**config.mk**
```make
export PLATFORM = sky130hd
export DESIGN_NAME = ram_rmw_client
export DESIGN_NICKNAME = d
export VERILOG_FILES = /design/src/rtl/ram_rmw_client_pkg.sv /design/src/rtl/ram_rmw_client_sync_fifo.sv /design/src/rtl/ram_rmw_client.sv
export SDC_FILE = /design/constraint.sdc
export NUM_CORES = 1
export LEC_CHECK = 0
export ABC_AREA = 0
export ABC_CLOCK_PERIOD_IN_PS = 3650
export BUFFER_PORTS_ARGS = -buffer_cell sky130_fd_sc_hd__clkbuf_2
export CAP_MARGIN = 20
export CORE_MARGIN = 8
export CORE_UTILIZATION = 40
export CTS_CLUSTER_DIAMETER = 40
export DETAILED_ROUTE_END_ITERATION = 8
export PLACE_DENSITY = 0.65
export SYNTH_ARGS = -nofsm -noshare
export SYNTH_HDL_FRONTEND = slang
export SYNTH_SLANG_ARGS = --single-unit
```
**constraint.sdc**
```tcl
create_clock -name clk_i -period 3.65 [get_ports clk_i]
set_input_delay 0.365 -clock clk_i [delete_from_list [all_inputs] [get_ports clk_i]]
set_output_delay 0.365 -clock clk_i [all_outputs]
set_load 0.01 [all_outputs]
```
**src/rtl/ram_rmw_client_pkg.sv**
```systemverilog
// rtl/ram_rmw_client_pkg.sv - shared op encodings for the state-RAM read-modify-write client
package ram_rmw_client_pkg;

    localparam int RAM_OP_W = 2;

    typedef enum logic [RAM_OP_W-1:0] {
        OP_READ  = 2'd0,
        OP_WRITE = 2'd1,
        OP_ADD   = 2'd2,
        OP_RSVD  = 2'd3
    } ram_op_e;

    // Reserved encodings fall through to READ behaviour: no RAM write.
    function automatic logic op_writes(input ram_op_e op);
        return (op == OP_WRITE) || (op == OP_ADD);
    endfunction

endpackage

```
**src/rtl/ram_rmw_client_sync_fifo.sv**
```systemverilog
// rtl/ram_rmw_client_sync_fifo.sv - single-clock FIFO, output driven only from flops
module sync_fifo #(
    parameter int DEPTH = 4,
    parameter int WIDTH = 32
) (
    input  logic                     clk_i,
    input  logic                     rst_ni,
    input  logic                     push_i,
    input  logic [WIDTH-1:0]         push_data_i,
    input  logic                     pop_i,
    output logic                     rd_val_o,
    output logic [WIDTH-1:0]         rd_data_o,
    output logic [$clog2(DEPTH):0]   count_o
);

    localparam int PW = $clog2(DEPTH);
    localparam int CW = PW + 1;
    localparam logic [CW-1:0] FULL = CW'(DEPTH);

    logic [WIDTH-1:0] mem_q [DEPTH];
    logic [PW-1:0]    wr_ptr_q, wr_ptr_d;
    logic [PW-1:0]    rd_ptr_q, rd_ptr_d;
    logic [CW-1:0]    cnt_q, cnt_d;
    logic             push_ok, pop_ok;

    always_comb begin
        push_ok  = push_i & (cnt_q != FULL);
        pop_ok   = pop_i & (cnt_q != '0);
        wr_ptr_d = push_ok ? wr_ptr_q + PW'(1) : wr_ptr_q;
        rd_ptr_d = pop_ok  ? rd_ptr_q + PW'(1) : rd_ptr_q;
        case ({push_ok, pop_ok})
            2'b10:   cnt_d = cnt_q + CW'(1);
            2'b01:   cnt_d = cnt_q - CW'(1);
            default: cnt_d = cnt_q;
        endcase
    end

    always_ff @(posedge clk_i or negedge rst_ni) begin
        if (!rst_ni) begin
            wr_ptr_q <= '0;
            rd_ptr_q <= '0;
            cnt_q    <= '0;
        end else begin
            wr_ptr_q <= wr_ptr_d;
            rd_ptr_q <= rd_ptr_d;
            cnt_q    <= cnt_d;
        end
    end

    // Storage needs no reset: nothing is observable until the count says so.
    always_ff @(posedge clk_i) begin
        if (push_ok) begin
            mem_q[wr_ptr_q] <= push_data_i;
        end
    end

    always_comb begin
        rd_val_o  = (cnt_q != '0);
        rd_data_o = rd_val_o ? mem_q[rd_ptr_q] : '0;
        count_o   = cnt_q;
    end

endmodule

```
**src/rtl/ram_rmw_client.sv**
```systemverilog
// rtl/ram_rmw_client.sv - READ/WRITE/ADD initiator for one read/write port pair of the state RAM
module ram_rmw_client
    import ram_rmw_client_pkg::*;
#(
    parameter int RAM_ADDR_WIDTH = 10,
    parameter int RAM_DATA_WIDTH = 32,
    parameter int RESP_DEPTH     = 4
) (
    input  logic                      clk_i,
    input  logic                      rst_ni,
    input  logic                      req_val_i,
    output logic                      req_rdy_o,
    input  logic [RAM_OP_W-1:0]       req_op_i,
    input  logic [RAM_ADDR_WIDTH-1:0] req_addr_i,
    input  logic [RAM_DATA_WIDTH-1:0] req_data_i,
    output logic                      resp_val_o,
    input  logic                      resp_rdy_i,
    output logic [RAM_DATA_WIDTH-1:0] resp_data_o,
    output logic                      r_val_o,
    output logic [RAM_ADDR_WIDTH-1:0] r_addr_o,
    input  logic [RAM_DATA_WIDTH-1:0] r_data_i,
    output logic                      w_val_o,
    output logic [RAM_ADDR_WIDTH-1:0] w_addr_o,
    output logic [RAM_DATA_WIDTH-1:0] w_data_o
);

    localparam int CW = $clog2(RESP_DEPTH) + 1;
    localparam logic [CW:0] CREDITS = (CW+1)'(RESP_DEPTH);

    logic                      s1_v_q, s1_v_d;
    ram_op_e                   s1_op_q, s1_op_d;
    logic [RAM_ADDR_WIDTH-1:0] s1_addr_q, s1_addr_d;
    logic [RAM_DATA_WIDTH-1:0] s1_data_q, s1_data_d;
    logic                      fwd_hit_q, fwd_hit_d;
    logic [RAM_DATA_WIDTH-1:0] fwd_data_q, fwd_data_d;

    logic                      accept;
    logic                      s1_writes;
    logic [CW-1:0]             fifo_cnt;
    logic [CW:0]               credits_used;
    logic [RAM_DATA_WIDTH-1:0] old_val, new_val;

    // Credit counts the data-stage entry too, so the FIFO can never overflow.
    // The same-cycle pop is deliberately ignored to keep resp_rdy off the req_rdy path.
    always_comb begin
        credits_used = {1'b0, fifo_cnt} + (CW+1)'(s1_v_q);
        req_rdy_o    = rst_ni & (credits_used < CREDITS);
        accept       = req_val_i & req_rdy_o;
    end

    // The RAM read issued at accept lands now, unless the previous op wrote this address.
    always_comb begin
        old_val   = fwd_hit_q ? fwd_data_q : r_data_i;
        s1_writes = op_writes(s1_op_q);
        case (s1_op_q)
            OP_WRITE: new_val = s1_data_q;
            OP_ADD:   new_val = old_val + s1_data_q;
            default:  new_val = old_val;
        endcase
    end

    always_comb begin
        s1_v_d     = accept;
        s1_op_d    = s1_op_q;
        s1_addr_d  = s1_addr_q;
        s1_data_d  = s1_data_q;
        fwd_hit_d  = fwd_hit_q;
        fwd_data_d = fwd_data_q;
        if (accept) begin
            s1_op_d    = ram_op_e'(req_op_i);
            s1_addr_d  = req_addr_i;
            s1_data_d  = req_data_i;
            fwd_hit_d  = s1_v_q & s1_writes & (s1_addr_q == req_addr_i);
            fwd_data_d = new_val;
        end
    end

    always_ff @(posedge clk_i or negedge rst_ni) begin
        if (!rst_ni) begin
            s1_v_q     <= 1'b0;
            s1_op_q    <= OP_READ;
            s1_addr_q  <= '0;
            s1_data_q  <= '0;
            fwd_hit_q  <= 1'b0;
            fwd_data_q <= '0;
        end else begin
            s1_v_q     <= s1_v_d;
            s1_op_q    <= s1_op_d;
            s1_addr_q  <= s1_addr_d;
            s1_data_q  <= s1_data_d;
            fwd_hit_q  <= fwd_hit_d;
            fwd_data_q <= fwd_data_d;
        end
    end

    always_comb begin
        r_val_o  = accept;
        r_addr_o = accept ? req_addr_i : '0;
        w_val_o  = s1_v_q & s1_writes;
        w_addr_o = w_val_o ? s1_addr_q : '0;
        w_data_o = w_val_o ? new_val : '0;
    end

    sync_fifo #(
        .DEPTH (RESP_DEPTH),
        .WIDTH (RAM_DATA_WIDTH)
    ) u_resp_fifo (
        .clk_i       (clk_i),
        .rst_ni      (rst_ni),
        .push_i      (s1_v_q),
        .push_data_i (old_val),
        .pop_i       (resp_rdy_i),
        .rd_val_o    (resp_val_o),
        .rd_data_o   (resp_data_o),
        .count_o     (fifo_cnt)
    );

endmodule

```
==> summary.md <==
| Metric | Value |
|---|---|
| DR pass1 iterations | 6 |
| Worst setup EP type | primary output |
| Worst setup SP type | register |
| Final estimated routing congestion in global placement | 0.975 |
| WP buf/inv | 3 |
| H-Tree Depth | 1 |
| Final Cycle Share | 115% |
| Crit-path max FO | 6 |
| Post-layout min period | 4.19 ns |
| Detailed placement HPWL | 23,900 µm |
| Synthesis warning total | 0 |
| WL final | 33,400 µm |
| Total GRT Usage | 19.1% |
| Worst skew pair latency | 0.54 ns |
| First-pass GRT wire length | 50,600 µm |
| Async SR Flop Fraction | 39.9% |
| Number of fill cells | 2,363 |
| Wirelength per Cell | 19.7 µm |
| Synth-to-Final Area Change | 36.2% |
| Gr ovfl total | 0 |
| Clk_skew | 0.0193 ns |
| Endpoints failing setup | 23 |
| Starting density of the core | 40.5% |
| Hold Fails Final Rpt | 0 |
| # port buffers | 167 |
| PD cells | 870 nW/µm² |
| Sequential cell area | 5970 µm² |
| Core Area | 27,700 µm² |
| Synthesized area | 11,200 µm² |
| Multi-input logic area | 5540 µm² |
| Vias | 8,978 |
| Placed insts | 1,606 |
| Largest net degree at the start of global routing | 97 |
| Die height | 184 µm |
| Slew HR | 31.5% |
| Hold_ws | 0.0159 ns |
| Crit path largest cell delay | 0.40 ns |
| Most used flip-flop cell after synthesis | edfxtp_1 |
| TritonCTS clock tree | built |
| FF-to-FF setup slack | 0.14 ns |
| Final Max Slew Viols | 0 |
| Number of enable flip-flop cells after synthesis | 128 |
| RSZ-0062 raised after global routing | yes |
| Failing checks | negative setup slack |
| Max Freq | 239 MHz |
| Die width | 184 µm |
| Final Non-Filler Cells | 1,695 |
| Status | complete, but fails checks |
| Fin nets | 1,412 |
| Post-synthesis sequential area ratio | 53.2% |
| Post-route setup slack | -0.543 ns |
| Share of layout cells above drive strength 1 | 41.4% |
| # rows | 61 |
| Crit-path slowest cell | dfrtp_2 |
| Initial DRC count | 870 |
| MaxCap Viol Count | 0 |
| Top delay family on crit path | compound AO/OA/AOI/OAI gates |
| Clock sink total | 213 |
| Critical path required time | 3.28 ns |
| Vias per inst | 5.30 |
| Netlist cell types | 60 |
| Worst hold path type | input port to register |
| Clock Path Buffers | 3 |
| CP Cell Sequence | buf_12 > mux2_2 > ha_4 > fa_2 > a21o_1 > nand4_1 > a21boi_2 > a221oi_4 > o21ai_2 > a31oi_1 > buf_4 > o21ai_1 > xnor2_1 > o22ai_1 > buf_2 |
| Routed Antenna Nets | 0 |
| CTS Root Cell | clkbuf_16 |
| Static Leak | 0.00659 µW |
| Die area | 33,700 µm² |
| CTS Buf Count | 30 |
| Crit Path Category | register to primary output |
| Remaining DRCs | 0 |
| Tightest Pin Transition | 1.03 ns |
| Num ports | 168 |
| Max IR drop VDD | 0.000629 V |
| Cells after Synth | 980 |
| Average size of a mapped cell | 11.5 µm² |
| Worst endpoint data arrival time | 3.83 ns |
| Mapped Nets | 1,100 |
| CTS clk-pin slew, worst paths | 0.06 ns |
| Initial antenna violation count | 0 |
| Number of global-route vias before repair | 9,005 |
| Flops & latches, synth | 213 |
[layout make-up]
cell class	instances	share of cell area [%]
sequential	213	39.1
clock inverter	21	1.19
timing repair buffer	342	14.7
tap	378	3.09
antenna	1	0.0164
clock buffer	35	5.24
inverter	21	0.515
multi-input combinational	684	36.2
[synthesized netlist by cell type (2+ instances only)]
| library cell | n | area [µm²] |
|---|---|---|
| o211ai_1 | 5 | 37.5 |
| inv_1 | 20 | 75.1 |
| o21ai_1 | 7 | 35.0 |
| a221o_1 | 2 | 20.0 |
| a211oi_1 | 4 | 30.0 |
| ha_1 | 38 | 475 |
| buf_1 | 9 | 33.8 |
| and3_1 | 15 | 93.8 |
| o21a_1 | 5 | 37.5 |
| a221oi_2 | 3 | 45.0 |
| a2111oi_0 | 3 | 26.3 |
| nand4_1 | 9 | 56.3 |
| a311oi_1 | 2 | 17.5 |
| o31ai_1 | 19 | 143 |
| and2_1 | 48 | 300 |
| xnor2_1 | 26 | 228 |
| mux2_2 | 31 | 349 |
| dfrtp_1 | 85 | 2130 |
| nand3_1 | 9 | 45.0 |
| a21o_1 | 22 | 165 |
| o21bai_1 | 5 | 37.5 |
| clkbuf_1 | 47 | 176 |
| nor2_1 | 65 | 244 |
| o22ai_1 | 7 | 43.8 |
| xor2_1 | 20 | 175 |
| buf_2 | 6 | 30.0 |
| a222oi_1 | 5 | 50.1 |
| fa_1 | 2 | 40.0 |
| a21oi_2 | 3 | 26.3 |
| o21ai_0 | 25 | 125 |
| nor3_1 | 9 | 45.0 |
| nand2b_1 | 3 | 18.8 |
| a21oi_1 | 45 | 225 |
| nand2_1 | 165 | 619 |
| mux4_2 | 32 | 721 |
| edfxtp_1 | 128 | 3840 |
| a221oi_1 | 16 | 140 |
| a22o_1 | 5 | 43.8 |
| a22oi_1 | 7 | 52.6 |
| a31oi_1 | 3 | 18.8 |
[through the flow]
stage                     instance area, µm²  power, µW  setup WS, ns  utilization (%)  TNS, ns
after floorplan                        11200       7070        0.0464                -        0
after global placement                 13400       9480        -0.395             48.3    -1.27
after detailed placement               13400       9510        -0.398             48.3    -1.37
after CTS                              14900      12800        -0.523             53.6    -8.31
after global routing                   15300      14100        -0.742             55.2   -11.59
final                                  15300      13300        -0.543             55.2    -8.09
[path summary, 6_finish.rpt]
kind / from / to / cells past startpoint
setup / recovery: fwd_hit_q$_DFFE_PN0P_ / w_data_o[28] / 15
hold / removal: req_data_i[7] / s1_data_q[7]$_DFFE_PN0P_ / 3
setup reg to reg: fwd_hit_q$_DFFE_PN0P_ / fwd_data_q[16]$_DFFE_PN0P_ / 17
hold reg to reg: fwd_data_q[16]$_DFFE_PN0P_ / fwd_data_q[16]$_DFFE_PN0P_ / 2
max in group asynchronous: rst_ni / u_resp_fifo.rd_ptr_q[0]$_DFFE_PN0P_ / 4
min in group asynchronous: rst_ni / s1_data_q[9]$_DFFE_PN0P_ / 3
[routing by layer]
layer	vias to the layer above	part of all wire (%)	global-route usage, %
li1	4222	-	-
met1	4423	44	26.5
met2	276	47	30.3
met3	57	5.9	3.02
met4	0	2.5	5.95
met5	-	0	0
[flip-flops by register name, indices dropped and copies added, names as in the netlist, 2 cells and up]
name,flops
u_resp_fifo.rd_ptr_q,2
u_resp_fifo.count_o,3
fwd_data_q,32
s1_addr_q,10
s1_op_q,2
s1_data_q,32
u_resp_fifo.wr_ptr_q,2
u_resp_fifo.mem_q,128
[layout by cell type (no fill, tap or decap), types with 5 or more instances in the layout]
cell type / instances
o21a_1: 5
clkbuf_16: 31
clkbuf_2: 154
o211ai_1: 5
o31ai_1: 18
edfxtp_1: 128
buf_4: 160
o21ai_0: 17
nand2_1: 162
dfrtp_1: 83
o21ai_1: 6
a222oi_1: 5
mux2_4: 5
nand4_1: 9
nor3_1: 8
mux4_2: 32
nor2_1: 64
a22oi_1: 6
ha_1: 22
dlygate4sd3_1: 5
and3_1: 15
nand3_1: 9
and2_1: 48
a21oi_2: 14
buf_2: 11
inv_1: 19
o21ai_2: 9
mux2_2: 26
o21bai_1: 5
a221oi_2: 15
ha_4: 14
a21oi_1: 31
inv_6: 7
o22ai_1: 5
xnor2_1: 23
buf_6: 8
a21o_1: 22
xor2_1: 16
a22o_1: 5
[cells by family (layout without fill, tap and decap cells)]
family                     Yosys count  count (layout)  synth area share, %
and+or+nand+nor                    329             329                 13.1
DFF                                213             213                 53.2
AOI/OAI and AO/OA                  205             205                 13.1
buffers and inverters               83             419                 2.84
muxes                               64              64                 9.62
xor gates and xnor gates            46              46                 3.59
adders and majority gates           40              40                 4.59
other                                0               1                    0
[worst register-to-register path: cells and delay by family (launching register included)]
kind / cells / cell delay, ns
adder cells (fa/ha/maj): 2 / 0.56
AO/OA/AOI/OAI: 7 / 1.15
flip-flops: 1 / 0.40
buffers and inverters: 5 / 0.70
multiplexers: 1 / 0.36
XOR/XNOR: 1 / 0.15
AND/OR/NAND/NOR: 1 / 0.11
[power breakdown]
part | internal [µW] | switching [µW]
clock | 1620 | 1140
combinational | 3300 | 3660
sequential | 3100 | 489
[repair_timing]
item | in CTS | in global routing
pin swaps | 25 | 40
buffers inserted | 13 | 16
endpoints found under the hold margin | 39 | 0
setup endpoints to repair | 26 | 27
gates resized for setup | 66 | 64
hold buffers | 5 | 0
(Power assumes the default switching activity.)
